[src/rtl/m_cp0.sv]
// Coprocessor-0 exception responder for the M stage: SR/Cause/EPC/PRId, a
// zero-latency exception/interrupt request, mfc0 reads, mtc0 writes and eret.
module m_cp0 #(
    parameter logic [31:0] PRID_VAL   = 32'h0000_2024,
    parameter logic [31:0] HANDLER_PC = 32'h0000_4180
) (
    input  logic        clk,
    input  logic        reset,
    input  logic        en,
    input  logic [4:0]  CP0Add,
    input  logic [31:0] CP0In,
    output logic [31:0] CP0Out,
    input  logic [31:0] VPC,
    input  logic        BDIn,
    input  logic [4:0]  ExcCodeIn,
    input  logic [5:0]  HWInt,
    input  logic        EXLClr,
    output logic [31:0] EPCOut,
    output logic        Req
);

    logic [5:0]  r_im;
    logic        r_exl;
    logic        r_ie;
    logic        r_bd;
    logic [5:0]  r_ip;
    logic [4:0]  r_exccode;
    logic [31:0] r_epc;

    logic        w_int_req;
    logic        w_exc_req;
    logic [31:0] w_sr;
    logic [31:0] w_cause;

    assign w_int_req = (|(HWInt & r_im)) & r_ie & ~r_exl;
    assign w_exc_req = (ExcCodeIn != 5'd0) & ~r_exl;
    assign Req       = w_int_req | w_exc_req;

    assign w_sr    = {16'b0, r_im, 8'b0, r_exl, r_ie};
    assign w_cause = {r_bd, 15'b0, r_ip, 3'b0, r_exccode, 2'b0};
    assign EPCOut  = r_epc;

    always_comb begin
        CP0Out = 32'd0;
        case (CP0Add)
            5'd12:   CP0Out = w_sr;
            5'd13:   CP0Out = w_cause;
            5'd14:   CP0Out = r_epc;
            5'd15:   CP0Out = PRID_VAL;
            default: CP0Out = 32'd0;
        endcase
    end

    always_ff @(posedge clk) begin
        if (reset) begin
            r_im      <= '0;
            r_exl     <= 1'b0;
            r_ie      <= 1'b0;
            r_bd      <= 1'b0;
            r_ip      <= '0;
            r_exccode <= '0;
            r_epc     <= '0;
        end else begin
            r_ip <= HWInt;
            if (Req) begin
                // The M instruction is the victim: its mtc0/eret never commit.
                r_exl     <= 1'b1;
                r_exccode <= w_int_req ? 5'd0 : ExcCodeIn;
                r_bd      <= BDIn;
                r_epc     <= BDIn ? VPC - 32'd4 : VPC;
            end else begin
                if (en && CP0Add == 5'd12) begin
                    r_im  <= CP0In[15:10];
                    r_exl <= CP0In[1];
                    r_ie  <= CP0In[0];
                end
                if (en && CP0Add == 5'd14)
                    r_epc <= CP0In;
                // Placed after the SR write so a simultaneous eret still clears EXL.
                if (EXLClr)
                    r_exl <= 1'b0;
            end
        end
    end

endmodule
[config.mk]
export PLATFORM = sky130hd
export DESIGN_NAME = m_cp0
export DESIGN_NICKNAME = d
export VERILOG_FILES = /design/src/rtl/m_cp0.sv
export SDC_FILE = /design/constraint.sdc
export NUM_CORES = 1
export LEC_CHECK = 0
export ABC_AREA = 0
export BUFFER_PORTS_ARGS = -buffer_cell sky130_fd_sc_hd__buf_2
export CAP_MARGIN = 20
export CORE_MARGIN = 4
export CORE_UTILIZATION = 35
export DETAILED_ROUTE_END_ITERATION = 10
export PLACE_DENSITY = 0.71
export SYNTH_ARGS = -nofsm -noshare
export SYNTH_HDL_FRONTEND = slang
export SYNTH_SLANG_ARGS = --single-unit
[constraint.sdc]
create_clock -name clk -period 3.43 [get_ports clk]
set_clock_uncertainty 0.1 [all_clocks]
set_input_delay 0.343 -clock clk [delete_from_list [all_inputs] [get_ports clk]]
set_output_delay 0.343 -clock clk [all_outputs]
set_load 0.02 [all_outputs]
==> results by group <==
Critical path
  – Path depth of the worst reg2reg path: 5
  – Worst setup EP type: output pin
  – Reg-to-Reg Start: r_exl$_SDFFE_PP0P_
  – R2r setup slk: roughly 1100 ps
  – Startpoint types: register
  – Worst R2R End: r_im[0]$_SDFFE_PP0P_
  – Crit Path Class: reg -> out
  – Worst Path Required: around 3000 ps
  – Critical path data arrival time: 2210 ps
  – Worst Path Max Fanout: 24

STA
  – TNS Setup: 0 ps
  – Highest Clock Rate: roughly 380 MHz
  – RSZ-0062 raised after global routing: false
  – Hold Vio Cnt, Final: 0
  – Slew headroom: 0.3208
  – Minimum clock period: ~2700 ps
  – Tcrit/Tclk final: 0.7733
  – Final number of max-transition violations: 0
  – Worst Tran Pin Value: 1019 ps
  – Final hold slack: 157.9 ps
  – Setup violations, final: 0

Power
  – Psw: roughly 490 uW
  – Clock power frac: 0.247
  – Reg power frac: 0.483
  – Leakage Power: slightly below 2 nW
  – PwrDens: 318.0 nW/um2
  – Switching share of power: 0.3399
  – Internal Power: 942.2 uW
  – Power share of the combinational group: 0.271
  – Worst VDD drop: around 180 uV
  – Power consumption: between 1 and 1.5 mW

Global route
  – M2 GR Usage: 0.3256
  – Initial antenna violation count: 0
  – First-pass GRT wire length: between 15 and 20 mm
  – GR Layer Usage met1: 0.3018
  – Met3 track demand over resource: 0.02701
  – Pin count of the biggest net entering global routing: 60
  – Gr ovfl total: 0
  – Vias in the first global route: between 3,000 and 4,000
  – Grt peak-use layer: met2
  – Overall global routing resource usage: 0.2068

Route
  – Vias: between 4,000 and 5,000
  – Post-route ant nets: 0
  – DRT iter0 DRCs: 300
  – Routed wire per std cell: around 18 um
  – Vias per Instance: around 5.8
  – Drt first pass iters: 4
  – Total length of routed wires: between 10 and 15 mm
  – Remaining DRCs: 0

Yosys
  – Register area share after synthesis: 0.2896
  – Mapped Nets: 533
  – Synth unique cells: 55
  – Synth warnings: 0
  – Post-synth EDFFs: 0
  – Predominant post-synthesis flop cell: dfxtp_1
  – Mapped cell area: 3595 um2
  – Cell count after synthesis: 447
  – Synth Area per Inst: roughly 8 um2
  – Asr flop ratio synth: 0
  – Yosys reg bits: 52

Final layout
  – Net count of the finished layout: ~650
  – Most frequent cells in the layout: buf_2 (149), dfxtp_1 (52), and3_1 (41)
  – Commonest non-fill, non-tap cell in the layout: buf_2
  – Util after Layout: 0.4530
  – Final std cells w/o fill: 699
  – Share of layout cells above drive strength 1: 0.3110
  – Ant. Diodes: 0
  – Area growth, synth to finish: 24.89%

Clock tree
  – Clk_lat worst skew: between 300 and 400 ps
  – Num CTS Buffers: 5
  – CTS tree: done
  – CTS Root Cell: clkbuf_8
  – Clk pin slew, worst setup/hold paths: approximately 100 ps
  – Cts hold-fix bufs: 0
  – H-tree Lvls: 2
  – Post-CTS sizing: 0
  – Postcts setup bufs: 0
  – Max clock buf depth: 2
  – Clock sinks: 52

Hold path
  – Worst min-delay path class: in -> reg
  – Worst Hold Path Cells: 2
  – Hold path startpoint: HWInt[0]
  – Hold Path End: r_ip[0]$_SDFF_PP0_

Floorplanning
  – Die Area: roughly 12,000 um2
  – IO Count: 150
  – Die width: around 110 um
  – FP Rows: 36
  – Die Y-Extent: 109.3 um
  – Core area: ~9900 um2
  – Starting density of the core: 0.3628

Placement
  – Final GP Congestion: 0.8765
  – DP HPWL: 9.620 mm
  – PortBufs: 149
  – Placed insts: ~690

Job
  – Maximum Capacitance Violations: 0

Run status
  – Status: finished clean
==> metrics by stage <==
step | worst slack (ps) | cell area [um2]
after floorplan | 1296 | 3595
after global placement | 1044 | 4402
after global routing | 665.7 | 4489
after detailed placement | 927.5 | 4402
after CTS | 801.5 | 4489
final | 777.7 | 4489
==> critical path, cell delays in order, from the launching register on <==
cell and delay (ps):
dfxtp_1 460, inv_1 260, o311a_1 240, nor2_1 70, inv_1 570, buf_2 300
==> cell type report <==
cell class,count,area [um2]
Fill cell,1022,5420
Timing Repair Buffer,156,810.8
Multi-Input combinational cell,344,2361
Clock inverter,3,18.77
Tap cell,133,166.4
Sequential cell,52,1041
Clock buffer,5,68.82
Inverter,6,22.52
==> synth_stat cells, types with 2 or more instances <==
library cell	instances	area [um2]
nand3_1	18	90.09
nor4_1	28	175.2
nor4_2	2	25.02
nor2b_1	8	50.05
a2111oi_0	2	17.52
nor3_1	5	25.02
dfxtp_1	52	1041
buf_2	2	10.01
or2_2	2	12.51
or4_4	2	22.52
or4b_1	2	20.02
o21ai_0	6	30.03
or3_1	7	43.79
nand2b_1	15	93.84
mux2i_1	15	150.1
or3b_1	6	52.55
or4_1	10	75.07
a21oi_1	15	75.07
a211oi_1	15	112.6
clkbuf_1	42	157.7
nand4_1	5	31.28
xor2_1	10	87.58
o41ai_1	2	17.52
a22o_1	3	26.28
o31ai_1	10	75.07
inv_1	6	22.52
and3_1	41	256.5
nand2_1	15	56.30
a22oi_1	4	30.03
a21boi_0	23	172.7
nor2_1	25	93.84
a311oi_1	24	210.2
and3b_1	2	17.52
xnor2_1	2	17.52
==> power by group through the flow <==
| stage | combinational, mW | clock [mW] | sequential [mW] |
|---|---|---|---|
| after floorplan | 0.184 | 0 | 0.730 |
| after global placement | 0.377 | 0 | 0.701 |
| after detailed placement | 0.384 | 0 | 0.703 |
| after CTS | 0.385 | 0.360 | 0.689 |
| after global routing | 0.421 | 0.383 | 0.696 |
| final | 0.386 | 0.352 | 0.689 |
==> cell families after synthesis <==
logic type	Yosys count	synth area share
AO/OA/AOI/OAI	112	0.2329
XOR/XNOR	12	0.02924
adder cells (fa/ha/maj)	1	0.003480
buffers and inverters	51	0.05499
flip-flops	52	0.2896
multiplexers	15	0.04177
AND/OR/NAND/NOR	204	0.3481
==> worst max-delay path by stage <==
stage,endpoint,cells after the start,slack (ps),startpoint
floorplan,CP0Out[18],6,1300,CP0Add[4]
global placement,EPCOut[19]$_SDFFE_PP0P_,5,1040,VPC[3]
detailed placement,EPCOut[30]$_SDFFE_PP0P_,7,930,VPC[2]
CTS,Req,5,800,r_exl$_SDFFE_PP0P_
global route,Req,5,670,r_exl$_SDFFE_PP0P_
finish,Req,5,780,r_exl$_SDFFE_PP0P_
==> state kept, by name, summed over array words and instances (netlist names) <==
register and flops:
EPCOut 32, r_ip 6, r_exl 1, r_exccode 5, r_bd 1, r_ie 1, r_im 6
==> routing by layer <==
metal  up-vias  part of all wire
met3         6             0.073
li1       1964                 -
met4         0            0.0071
met1      1915              0.46
met5         -                 0
met2       160              0.46
Power figures use the tool's default switching activity.
